[config.mk]
export PLATFORM = sky130hd
export DESIGN_NAME = pwls_channel_scheduler
export DESIGN_NICKNAME = d
export VERILOG_FILES = /design/src/rtl/pwls_sched_pkg.sv /design/src/rtl/pwls_channel_scheduler_regfile.sv /design/src/rtl/pwls_channel_scheduler.sv
export SDC_FILE = /design/constraint.sdc
export NUM_CORES = 1
export LEC_CHECK = 0
export CAP_MARGIN = 20
export CORE_AREA = 5 5 210 151
export DETAILED_ROUTE_END_ITERATION = 7
export DIE_AREA = 0 0 215 156
export HOLD_SLACK_MARGIN = 0.02
export PLACE_DENSITY = 0.71
export SKIP_LAST_GASP = 1
export SYNTH_ARGS = -nofsm -noshare
export SYNTH_HDL_FRONTEND = slang
export SYNTH_SLANG_ARGS = --single-unit
[constraint.sdc]
create_clock -name i_clk -period 20.8 [get_ports i_clk]
set_clock_uncertainty 0.1 [all_clocks]
set_input_delay 4.16 -clock i_clk [delete_from_list [all_inputs] [get_ports i_clk]]
set_output_delay 4.16 -clock i_clk [all_outputs]
set_load 0.01 [all_outputs]
[src/rtl/pwls_sched_pkg.sv]
// rtl/pwls_sched_pkg.sv - shared constants, channel parameter struct and config decode helpers
package pwls_sched_pkg;

    localparam int NUM_CHANNELS      = 4;
    localparam int CH_BITS           = $clog2(NUM_CHANNELS);
    localparam int BITS              = 12;
    localparam int BITS_E            = 13;
    localparam int OCT_BITS          = 3;
    localparam int MANTISSA_BITS     = 10;
    localparam int DETUNE_EXP_BITS   = 3;
    localparam int SLOPE_EXP_BITS    = 4;
    localparam int CFG_DATA_BITS     = 16;
    localparam int AMP_BITS          = 10;
    localparam int CHANNEL_MODE_BITS = 2;

    // ALU sequencing constants shared with the pwl_synth datapath
    localparam int                    STATE_BITS = 3;
    localparam logic [STATE_BITS-1:0] STATE_LAST = 3'd7;

    localparam int                       SRC1_SEL_BITS         = 3;
    localparam logic [SRC1_SEL_BITS-1:0] SRC1_SEL_PHASE        = 3'd0;
    localparam logic [SRC1_SEL_BITS-1:0] SRC1_SEL_MANTISSA     = 3'd1;
    localparam logic [SRC1_SEL_BITS-1:0] SRC1_SEL_TRI_OFFSET   = 3'd2;
    localparam logic [SRC1_SEL_BITS-1:0] SRC1_SEL_SLOPE_OFFSET = 3'd3;
    localparam logic [SRC1_SEL_BITS-1:0] SRC1_SEL_AMP          = 3'd4;

    localparam int                       DEST_SEL_BITS  = 2;
    localparam logic [DEST_SEL_BITS-1:0] DEST_SEL_PHASE = 2'd1;

    // Host config register indices; each index is one independently written field group
    localparam int                       CFG_REG_BITS  = 3;
    localparam int                       CFG_GROUPS    = 5;
    localparam logic [CFG_REG_BITS-1:0]  CFG_REG_PITCH = 3'd0;
    localparam logic [CFG_REG_BITS-1:0]  CFG_REG_TRI   = 3'd1;
    localparam logic [CFG_REG_BITS-1:0]  CFG_REG_SLOPE = 3'd2;
    localparam logic [CFG_REG_BITS-1:0]  CFG_REG_AMP   = 3'd3;
    localparam logic [CFG_REG_BITS-1:0]  CFG_REG_MODE  = 3'd4;

    typedef struct packed {
        logic [OCT_BITS-1:0]          octave;
        logic [MANTISSA_BITS-1:0]     mantissa;
        logic [BITS-1:0]              tri_offset;
        logic [SLOPE_EXP_BITS-1:0]    slope_exp;
        logic [BITS-1:0]              slope_offset;
        logic [AMP_BITS-1:0]          amp;
        logic [CHANNEL_MODE_BITS-1:0] mode;
        logic [DETUNE_EXP_BITS-1:0]   detune_exp;
    } channel_params_t;

    // Apply one host write to a parameter set; data MSBs beyond the field group are dropped
    function automatic channel_params_t apply_cfg(input channel_params_t p,
                                                  input logic [CFG_REG_BITS-1:0] r,
                                                  input logic [CFG_DATA_BITS-1:0] d);
        channel_params_t upd;
        upd = p;
        case (r)
            CFG_REG_PITCH: {upd.octave, upd.mantissa}         = d[OCT_BITS+MANTISSA_BITS-1:0];
            CFG_REG_TRI:   upd.tri_offset                     = d[BITS-1:0];
            CFG_REG_SLOPE: {upd.slope_exp, upd.slope_offset}  = d[SLOPE_EXP_BITS+BITS-1:0];
            CFG_REG_AMP:   upd.amp                            = d[AMP_BITS-1:0];
            CFG_REG_MODE:  {upd.mode, upd.detune_exp}         = d[CHANNEL_MODE_BITS+DETUNE_EXP_BITS-1:0];
            default:       ;
        endcase
        return upd;
    endfunction

    // One-hot field group for a register index; unused indices map to no group
    function automatic logic [CFG_GROUPS-1:0] cfg_group_mask(input logic [CFG_REG_BITS-1:0] r);
        logic [CFG_GROUPS-1:0] m;
        m = '0;
        if (r < CFG_REG_BITS'(CFG_GROUPS)) m = CFG_GROUPS'(1) << r;
        return m;
    endfunction

    // Copy only the dirty field groups of a shadow set onto a live set
    function automatic channel_params_t merge_dirty(input channel_params_t live,
                                                    input channel_params_t shadow,
                                                    input logic [CFG_GROUPS-1:0] dirty);
        channel_params_t m;
        m = live;
        if (dirty[CFG_REG_PITCH]) {m.octave, m.mantissa}        = {shadow.octave, shadow.mantissa};
        if (dirty[CFG_REG_TRI])   m.tri_offset                  = shadow.tri_offset;
        if (dirty[CFG_REG_SLOPE]) {m.slope_exp, m.slope_offset} = {shadow.slope_exp, shadow.slope_offset};
        if (dirty[CFG_REG_AMP])   m.amp                         = shadow.amp;
        if (dirty[CFG_REG_MODE])  {m.mode, m.detune_exp}        = {shadow.mode, shadow.detune_exp};
        return m;
    endfunction

endpackage

[src/rtl/pwls_channel_scheduler_regfile.sv]
// rtl/pwls_channel_scheduler_regfile.sv - per-channel parameter storage (pwls_param_regfile)
// Ports: i_clk/i_reset clock and async active-high reset; i_we/i_wr_ch/i_wr_reg/i_wr_data
// host write port; i_commit (PWLS_CFG_SHADOW_EN only) copies dirty shadow groups to live;
// i_rd_ch/o_rd_params combinational read of the live set.
// Build option: PWLS_CFG_SHADOW_EN selects shadowed writes committed on the sample tick.
module pwls_param_regfile
    import pwls_sched_pkg::*;
(
    input  logic                     i_clk,
    input  logic                     i_reset,
    input  logic                     i_we,
    input  logic [CH_BITS-1:0]       i_wr_ch,
    input  logic [CFG_REG_BITS-1:0]  i_wr_reg,
    input  logic [CFG_DATA_BITS-1:0] i_wr_data,
`ifdef PWLS_CFG_SHADOW_EN
    input  logic                     i_commit,
`endif
    input  logic [CH_BITS-1:0]       i_rd_ch,
    output channel_params_t          o_rd_params
);

    channel_params_t r_live [NUM_CHANNELS];

`ifdef PWLS_CFG_SHADOW_EN
    channel_params_t       r_shadow [NUM_CHANNELS];
    logic [CFG_GROUPS-1:0] r_dirty  [NUM_CHANNELS];

    // A write coinciding with a commit lands in the shadow and stays dirty for the next commit
    always_ff @(posedge i_clk or posedge i_reset) begin
        if (i_reset) begin
            for (int i = 0; i < NUM_CHANNELS; i++) begin
                r_live[i]   <= '0;
                r_shadow[i] <= '0;
                r_dirty[i]  <= '0;
            end
        end else begin
            for (int i = 0; i < NUM_CHANNELS; i++) begin
                if (i_commit) r_live[i] <= merge_dirty(r_live[i], r_shadow[i], r_dirty[i]);
                if (i_we && (i_wr_ch == CH_BITS'(i))) begin
                    r_shadow[i] <= apply_cfg(r_shadow[i], i_wr_reg, i_wr_data);
                    r_dirty[i]  <= (i_commit ? '0 : r_dirty[i]) | cfg_group_mask(i_wr_reg);
                end else if (i_commit) begin
                    r_dirty[i] <= '0;
                end
            end
        end
    end
`else
    always_ff @(posedge i_clk or posedge i_reset) begin
        if (i_reset) begin
            for (int i = 0; i < NUM_CHANNELS; i++) r_live[i] <= '0;
        end else if (i_we) begin
            r_live[i_wr_ch] <= apply_cfg(r_live[i_wr_ch], i_wr_reg, i_wr_data);
        end
    end
`endif

    assign o_rd_params = r_live[i_rd_ch];

endmodule

[src/rtl/pwls_channel_scheduler.sv]
// rtl/pwls_channel_scheduler.sv - time-multiplexes one pwls ALU across the synth channels
// Ports: i_clk, i_reset (async active-high); i_run gates sequencing; i_cfg_* / o_cfg_ready host
// parameter writes; o_alu_* control, active-channel params, src1 operand and phase to the ALU;
// i_alu_src1_sel/i_alu_dest_sel/i_alu_result from the ALU; o_sample_tick, o_cur_ch status.
// Build option: PWLS_CFG_SHADOW_EN buffers writes and applies them on the sample tick.
module pwls_channel_scheduler
    import pwls_sched_pkg::*;
(
    input  logic                         i_clk,
    input  logic                         i_reset,
    input  logic                         i_run,
    input  logic                         i_cfg_valid,
    output logic                         o_cfg_ready,
    input  logic [CH_BITS-1:0]           i_cfg_ch,
    input  logic [CFG_REG_BITS-1:0]      i_cfg_reg,
    input  logic [CFG_DATA_BITS-1:0]     i_cfg_data,
    output logic                         o_alu_en,
    output logic [STATE_BITS-1:0]        o_alu_state,
    output logic                         o_alu_first_term,
    output logic                         o_alu_oct_counter_we,
    output logic                         o_alu_sub_channel,
    output logic [OCT_BITS-1:0]          o_alu_octave,
    output logic [MANTISSA_BITS-1:0]     o_alu_mantissa,
    output logic [BITS-1:0]              o_alu_tri_offset,
    output logic [SLOPE_EXP_BITS-1:0]    o_alu_slope_exp,
    output logic [BITS-1:0]              o_alu_slope_offset,
    output logic [AMP_BITS-1:0]          o_alu_amp,
    output logic [DETUNE_EXP_BITS-1:0]   o_alu_detune_exp,
    output logic [CHANNEL_MODE_BITS-1:0] o_alu_channel_mode,
    output logic [BITS_E-1:0]            o_alu_src1,
    output logic [BITS-1:0]              o_alu_phase,
    input  logic [SRC1_SEL_BITS-1:0]     i_alu_src1_sel,
    input  logic [DEST_SEL_BITS-1:0]     i_alu_dest_sel,
    input  logic [BITS-1:0]              i_alu_result,
    output logic                         o_sample_tick,
    output logic [CH_BITS-1:0]           o_cur_ch
);

    logic [STATE_BITS-1:0] r_state;
    logic [CH_BITS-1:0]    r_cur_ch;
    logic [BITS-1:0]       r_phase [NUM_CHANNELS];

    logic                  w_state_last;
    logic                  w_sample_tick;
    logic                  w_cfg_ready;
    logic                  w_cfg_we;
    channel_params_t       w_params;
    logic [BITS-1:0]       w_phase;
    logic [BITS_E-1:0]     w_src1;

    assign w_state_last  = (r_state == STATE_LAST);
    assign w_sample_tick = i_run & w_state_last & (r_cur_ch == CH_BITS'(NUM_CHANNELS - 1));

`ifdef PWLS_CFG_SHADOW_EN
    assign w_cfg_ready = 1'b1;
`else
    // Live registers are read combinationally, so the active channel cannot change mid-slot
    assign w_cfg_ready = ~(i_run & (i_cfg_ch == r_cur_ch));
`endif
    assign w_cfg_we = i_cfg_valid & w_cfg_ready;

    pwls_param_regfile u_regfile (
        .i_clk       (i_clk),
        .i_reset     (i_reset),
        .i_we        (w_cfg_we),
        .i_wr_ch     (i_cfg_ch),
        .i_wr_reg    (i_cfg_reg),
        .i_wr_data   (i_cfg_data),
`ifdef PWLS_CFG_SHADOW_EN
        .i_commit    (w_sample_tick),
`endif
        .i_rd_ch     (r_cur_ch),
        .o_rd_params (w_params)
    );

    always_ff @(posedge i_clk or posedge i_reset) begin
        if (i_reset) begin
            r_state  <= '0;
            r_cur_ch <= '0;
        end else if (i_run) begin
            if (w_state_last) begin
                r_state  <= '0;
                r_cur_ch <= r_cur_ch + CH_BITS'(1);
            end else begin
                r_state  <= r_state + STATE_BITS'(1);
            end
        end
    end

    always_ff @(posedge i_clk or posedge i_reset) begin
        if (i_reset) begin
            for (int i = 0; i < NUM_CHANNELS; i++) r_phase[i] <= '0;
        end else if (i_run && (i_alu_dest_sel == DEST_SEL_PHASE)) begin
            r_phase[r_cur_ch] <= i_alu_result;
        end
    end

    assign w_phase = r_phase[r_cur_ch];

    // tri_offset is a signed offset; every other operand is unsigned
    always_comb begin
        w_src1 = '0;
        case (i_alu_src1_sel)
            SRC1_SEL_PHASE:        w_src1 = {{(BITS_E-BITS){1'b0}}, w_phase};
            SRC1_SEL_MANTISSA:     w_src1 = {{(BITS_E-MANTISSA_BITS){1'b0}}, w_params.mantissa};
            SRC1_SEL_TRI_OFFSET:   w_src1 = {{(BITS_E-BITS){w_params.tri_offset[BITS-1]}}, w_params.tri_offset};
            SRC1_SEL_SLOPE_OFFSET: w_src1 = {{(BITS_E-BITS){1'b0}}, w_params.slope_offset};
            SRC1_SEL_AMP:          w_src1 = {{(BITS_E-AMP_BITS){1'b0}}, w_params.amp};
            default:               w_src1 = '0;
        endcase
    end

    assign o_cfg_ready          = w_cfg_ready;
    assign o_alu_en             = i_run;
    assign o_alu_state          = r_state;
    assign o_alu_first_term     = 1'b1;
    assign o_alu_oct_counter_we = w_sample_tick;
    assign o_alu_sub_channel    = r_cur_ch[0];
    assign o_alu_octave         = w_params.octave;
    assign o_alu_mantissa       = w_params.mantissa;
    assign o_alu_tri_offset     = w_params.tri_offset;
    assign o_alu_slope_exp      = w_params.slope_exp;
    assign o_alu_slope_offset   = w_params.slope_offset;
    assign o_alu_amp            = w_params.amp;
    assign o_alu_detune_exp     = w_params.detune_exp;
    assign o_alu_channel_mode   = w_params.mode;
    assign o_alu_src1           = w_src1;
    assign o_alu_phase          = w_phase;
    assign o_sample_tick        = w_sample_tick;
    assign o_cur_ch             = r_cur_ch;

endmodule

==> reports/results.tsv, run 1 <==
stage	metric	value	unit
synth	number of enable flip-flop cells after synthesis	0	
routing	DR WL/cell	23.4	um
synth	mean cell area of the mapped netlist	12.1	um2
synth	Synth Flop Type	dfrtp_1	
synth	leading post-synthesis cells by cell area	dfrtp_1, mux4_2, mux2i_1	
timing	Slew Limit Headroom	0.322	
synth	share of async-settable or async-resettable flops after synthesis	1.00	
grt	maximum number of pins on one net before global-route repair	115	
grt	wire length of the first global-routing pass	61.5	mm
timing	Worst-Margin Slew	1.02	ns
synth	share of the synthesized area in the top cell type	0.476	
cts	post-CTS repair timing setup buffer count	0	
timing	Finish-stage setup viols	0	
floorplan	effective utilization at floorplan	0.493	
synth	distinct cell type count after synthesis	48	
critical_path	end of the worst register-to-register path	u_regfile.r_live[114]	
synth	Synth area leader	dfrtp_1	
timing	max frequency	88.3	MHz
synth	area of the mapped netlist	14600	um2
cts	TritonCTS clock tree	built	
routing	wire length on met3	3.36	mm
timing	Final period util	0.545	
synth	sequential-to-total area share from yosys stat	0.476	
synth	synthesized instance count	1204	
cts	Root Buffer Master	clkbuf_16	
cts	total CTS buffers	28	
floorplan	Site Rows	53	
routing	final routed wirelength across all metal layers	39.6	mm
final_layout	Area Growth Syn to Fin	16.2	%
final_layout	nets	1330	
final_layout	layout cell share with drive strength beyond 1	0.210	
worst_hold_path	Worst Min Path Start	u_regfile.r_live[0]	
critical_path	start-to-end type of the worst setup path	in -> out	
floorplan	horizontal die dimension	215	um
floorplan	die outline area	33500	um2
critical_path	crit start category	input pin	
timing	final sum of negative setup slack	0	ns
timing	final critical path time including I/O delays and setup	11.33	ns
grt	Global Route Usage Sum	0.233	
routing	Top Layer Used	met5	
critical_path	Critical Path AT	7.07	ns
synth	synthesized netlist net count	1252	
cts	CTS H-tree lvls	1	
floorplan	I/O pin total	134	
floorplan	placeable core region	29500	um2
grt	number of antenna violations at the first check in global routing	2	
routing	remaining design rule violation count	0	
cts	sink count of the clock tree	277	
routing	router iterations before antenna repair	7	
critical_path	worst r2r src	o_cur_ch[1]	
critical_path	crit path cell chain	clkdlybuf4s50_1 > nor2b_1 > and2_1 > a211oi_1 > o21ai_1 > clkdlybuf4s50_1	
synth	number of warnings reported in the yosys synthesis log	0	
place	placed wire-length estimate	26.1	mm
routing	Post-DRT Antenna Nets	0	
critical_path	maximum fanout along the worst path	14	
critical_path	maximum single-stage delay on the critical path	0.79	ns
final_layout	leading cell type in the layout, fill and taps excluded	dfrtp_1	
critical_path	worst reg-to-reg path cell count	6	
critical_path	data required time of the critical path	16.54	ns
critical_path	cell mode on critical path	clkdlybuf4s50_1	
timing	RSZ-0062 raised after global routing	no	
power_and_ir_drop	pwr/cell area	171	nW/um2
grt	via count of the first global-routing pass	10324	
routing	drt initial violations	920	
worst_hold_path	endpoint of the worst hold-timing path	u_regfile.r_live[0]	
cts	clock latency of the later-clocked register in the worst-skew pair	0.55	ns
critical_path	Crit. End Element	output pin	
routing	drt via density	6.17	
worst_hold_path	count of cells along the worst hold path	2	
routing	via total after detailed routing	10431	
status	outcome	complete, no violations	
cts	post-cts repair resize count	0	
place	Final GP Congestion	0.902	
power_and_ir_drop	peak supply drop	0.0660	mV
synth	Seq cells post-synth	277	
cts	clk buf depth	3	
place	number of input and output port buffers inserted	132	
critical_path	reg-to-reg setup timing slack	17.30	ns
timing	count of final hold-check violations	0	
final_layout	commonest cells after routing, fill and taps aside	dfrtp_1, nor2_1, a21oi_1	
cts	clock-pin slew reported for the worst setup and hold paths after clock tree synthesis	0.06	ns
worst_hold_path	class of the most critical hold timing path	reg -> reg	
critical_path	critical path's slowest cell	clkdlybuf4s50_1	
routing	met2 WL	17.8	mm
routing	wire length on met1	17.0	mm
final_layout	utilization after layout	0.573	
cts	hold buffer count at cts	0	
timing	Max Slew Vio Count	0	
grt	overflow left after global routing	0	
floorplan	Chip Height	156	um
flow_run	max-cap violations	0	
power_and_ir_drop	leak pwr	6.74	nW
sequential cells by signal, indices dropped and copies added, names as in the netlist:
signal	cells
u_regfile.r_live	224
o_cur_ch	2
r_phase	48
o_alu_state	3
kinds of logic after synthesis:
kind of cell	Yosys count	synth area share
AOI/OAI and AO/OA	277	0.108
DFF	277	0.476
muxes	271	0.286
and+or+nand+nor	260	0.0753
buffers and inverters	109	0.0475
adders and majority gates	6	0.00516
xor gates and xnor gates	3	0.00180
other	1	0.000258
cell type report:
type | instances | area (um2)
clock buffer | 44 | 902
multi-input combinational | 818 | 6980
clock inverter | 8 | 76.3
inverter | 4 | 22.5
timing repair buffer | 153 | 1510
fill | 2323 | 12600
sequential | 277 | 6940
tap | 385 | 482
antenna | 1 | 2.50
layer usage:
layer,track usage,vias up
li1,-,4590
met1,0.333,5335
met2,0.353,417
met3,0.0629,83
met4,0.0740,6
met5,0,-
synth_stat cells, types with 2 or more instances:
master	count
mux2i_1	105
buf_1	5
xnor2_1	3
o22ai_1	18
o21ai_1	26
mux2_2	52
a21oi_2	24
or4b_1	2
buf_2	46
dfrtp_1	277
clkbuf_1	12
o21ai_0	39
a211oi_1	9
nand3_1	6
mux4_2	105
nor2b_1	2
a31oi_1	3
mux2i_4	4
nand2_1	64
a22oi_1	9
ha_1	6
buf_6	16
mux2i_2	5
nor2_1	170
buf_4	25
a21oi_1	144
inv_1	3
nand3b_1	4
critical path: cells and delay by family:
kind / cells / cell delay, ns
AND/OR/NAND/NOR: 2 / 1.18
AO/OA/AOI/OAI: 2 / 0.31
buffers and inverters: 2 / 1.41
worst max-delay path by stage:
| stage | startpoint | to | slack [ns] | depth (start not counted) |
|---|---|---|---|---|
| floorplan | i_reset | o_alu_state[0] | 8.90 | 1 |
| global placement | i_alu_src1_sel[0] | o_alu_src1[9] | 9.57 | 6 |
| detailed placement | i_alu_src1_sel[0] | o_alu_src1[9] | 9.52 | 6 |
| CTS | i_alu_src1_sel[0] | o_alu_src1[9] | 9.50 | 6 |
| global route | i_alu_src1_sel[0] | o_alu_src1[1] | 9.27 | 6 |
| finish | i_alu_src1_sel[0] | o_alu_src1[9] | 9.47 | 6 |
where the power goes:
| group | switching [mW] | internal, mW | leakage (nW) |
|---|---|---|---|
| registers | 0.202 | 0.791 | 3.13 |
| logic | 0.673 | 0.700 | 3.13 |
| clock network | 0.214 | 0.309 | 0.478 |
| total | 1.09 | 1.80 | 6.74 |
stage by stage:
stage / cells / instance area [um2] / setup slack (ns) / power (mW) / hold slack (ns)
6_report: 1690 / 16900 / 9.47 / 2.89 / 0.400
5_1_grt: 1689 / 16900 / 9.27 / 3.05 / 0.411
4_1_cts: 1687 / 16900 / 9.50 / 2.89 / 0.400
3_5_place_dp: 1635 / 15900 / 9.52 / 2.36 / 0.386
3_3_place_gp: 1635 / 15900 / 9.57 / 2.32 / 0.374
2_1_floorplan: 1204 / 14600 / 8.90 / 1.78 / 0.361
Note: power is estimated with default switching activity, not from simulation.
==> run 2, diff against run 1 <==
--- a/config.mk
+++ b/config.mk
@@ -10,7 +10,7 @@
 export DETAILED_ROUTE_END_ITERATION = 7
 export DIE_AREA = 0 0 215 156
 export HOLD_SLACK_MARGIN = 0.02
-export PLACE_DENSITY = 0.71
+export PLACE_DENSITY = 0.73
 export SKIP_LAST_GASP = 1
 export SYNTH_ARGS = -nofsm -noshare
 export SYNTH_HDL_FRONTEND = slang
==> constraint.sdc (replaced) <==
create_clock -name i_clk -period 9.5 [get_ports i_clk]
set_clock_uncertainty 0.1 [all_clocks]
set_input_delay 1.9 -clock i_clk [delete_from_list [all_inputs] [get_ports i_clk]]
set_output_delay 1.9 -clock i_clk [all_outputs]
set_load 0.01 [all_outputs]
==> reports/results.tsv, run 2 (synthesized netlist as in run 1, its figures left out) <==
stage	metric	value	unit	change
critical_path	crit start category	input pin		
timing	Max Slew Vio Count	0		unchanged
final_layout	fill count	2367		+1.9%
grt	overflow left after global routing	0		unchanged
timing	count of final hold-check violations	0		unchanged
worst_hold_path	count of cells along the worst hold path	2		unchanged
routing	via total after detailed routing	10362		-0.66%
routing	final routed wirelength across all metal layers	39.4	mm	-0.60%
final_layout	utilization after layout	0.574		+0.00119
final_layout	leading cell type in the layout, fill and taps excluded	dfrtp_1		
place	number of placed instances, taps included	1635		unchanged
routing	drt via density	6.13		-0.72%
critical_path	worst reg-to-reg path cell count	5		-1
final_layout	Area Growth Syn to Fin	16.4	%	
grt	via count of the first global-routing pass	10130		-1.9%
timing	RSZ-0062 raised after global routing	no		
critical_path	start-to-end type of the worst setup path	in -> out		
cts	total CTS buffers	28		unchanged
cts	Root Buffer Master	clkbuf_16		
cts	clk buf depth	3		unchanged
floorplan	effective utilization at floorplan	0.493		unchanged
floorplan	die outline area	33500	um2	unchanged
cts	post-CTS repair timing setup buffer count	0		unchanged
cts	clock latency of the later-clocked register in the worst-skew pair	0.55	ns	about the same
status	outcome	complete, no violations		
routing	remaining design rule violation count	0		unchanged
cts	post-cts repair resize count	0		unchanged
timing	max frequency	145	MHz	
critical_path	data required time of the critical path	7.50	ns	-9.04 ns
floorplan	Chip Height	156	um	unchanged
power_and_ir_drop	peak supply drop	0.153	mV	+130%
power_and_ir_drop	Total Power	6.37	mW	+120%
cts	sink count of the clock tree	277		unchanged
power_and_ir_drop	leak pwr	6.75	nW	+0.14%
cts	clock-pin slew reported for the worst setup and hold paths after clock tree synthesis	0.06	ns	about the same
place	placed wire-length estimate	26.1	mm	-0.21%
final_layout	sequential cell area	6940	um2	unchanged
timing	Worst-Margin Slew	0.976	ns	-0.0402 ns
grt	Global Route Usage Sum	0.232		-0.000862
timing	Slew Limit Headroom	0.347		+0.0248
final_layout	nets	1330		unchanged
timing	final critical path time including I/O delays and setup	6.90	ns	
timing	final sum of negative setup slack	0	ns	unchanged
power_and_ir_drop	pwr/cell area	376	nW/um2	+120%
worst_hold_path	class of the most critical hold timing path	reg -> reg		
floorplan	placeable core region	29500	um2	unchanged
final_layout	register containing the most flip-flops in the final layout	u_regfile.r_live		
flow_run	max-cap violations	0		unchanged
critical_path	Crit. End Element	output pin		
final_layout	Layout Cells excl Fill	1691		+0.059%
floorplan	horizontal die dimension	215	um	unchanged
timing	Finish-stage setup viols	0		unchanged
timing	PnR worst setup slack	2.60	ns	-6.87 ns
place	number of input and output port buffers inserted	132		unchanged
critical_path	Critical Path AT	4.90	ns	-2.17 ns
grt	wire length of the first global-routing pass	61.4	mm	-0.22%
floorplan	I/O pin total	134		unchanged
place	Final GP Congestion	0.858		-4.9%
cts	CTS H-tree lvls	1		unchanged
routing	Post-DRT Antenna Nets	0		unchanged
final_layout	flip-flop count of the largest register after layout	224		unchanged
floorplan	Site Rows	53		unchanged
cts	hold buffer count at cts	0		unchanged
routing	router iterations before antenna repair	5		-2
final_layout	layout cell share with drive strength beyond 1	0.210		unchanged
routing	DR WL/cell	23.3	um	-0.66%
grt	maximum number of pins on one net before global-route repair	111		-3.5%
cts	TritonCTS clock tree	built		
place	worst slack at placement	2.69	ns	-6.82 ns
grt	number of antenna violations at the first check in global routing	2		unchanged
timing	Final period util	0.726		
final_layout	commonest cells after routing, fill and taps aside	dfrtp_1, nor2_1, a21oi_1		
final_layout	footprint of the multi-input gates	6980	um2	unchanged
critical_path	maximum fanout along the worst path	14		unchanged
routing	drt initial violations	1084		+18%
-- run 2: through the flow --
stage                     area, um2  hold slack (ns)
final                         16900            0.395
after global routing          16900            0.419
after CTS                     16900            0.402
after detailed placement      15900            0.388
after global placement        15900            0.378
after floorplan               14600            0.361
-- run 2: routing by layer --
metal | up-vias | track usage | wire length (um)
met5 | - | 0 | 21
met4 | 4 | 0.0527 | 954
met3 | 71 | 0.0681 | 3610
met2 | 418 | 0.360 | 18300
met1 | 5294 | 0.330 | 16500
li1 | 4575 | - | -
-- run 2: worst paths after layout --
| check | slack [ns] | start | endpoint |
|---|---|---|---|
| worst min-delay path | 0.39 | u_regfile.r_live[34] | u_regfile.r_live[34] |
| worst max register to register | 6.02 | o_cur_ch[1] | u_regfile.r_live[151] |
| max in group asynchronous | 5.81 | i_reset | o_cur_ch[0] |
| worst min register to register | 0.39 | u_regfile.r_live[34] | u_regfile.r_live[34] |
| min in group asynchronous | 1.88 | i_reset | u_regfile.r_live[110] |
| worst max-delay path | 2.60 | i_alu_src1_sel[0] | o_alu_src1[4] |
-- run 2: area by class of cell --
class | instances | area share
Multi-Input combinational cell | 818 | 0.412
Timing Repair Buffer | 153 | 0.0887
Clock buffer | 40 | 0.0500
Sequential cell | 277 | 0.409
Inverter | 4 | 0.00111
Antenna cell | 2 | 0.000295
Tap cell | 385 | 0.0284
Clock inverter | 12 | 0.0103
-- run 2: worst max-delay path, stage by stage --
cell	delay (ns)
clkdlybuf4s50_1	0.78
nor2b_1	0.77
and2_1	0.46
a211oi_1	0.12
o21ai_0	0.21
clkdlybuf4s50_1	0.65
-- run 2: report_power, final --
group | total [mW] | switching, mW | internal [mW]
sequential | 2.19 | 0.458 | 1.73
clock | 1.20 | 0.475 | 0.730
combinational | 2.98 | 1.45 | 1.53
total | 6.37 | 2.38 | 3.99
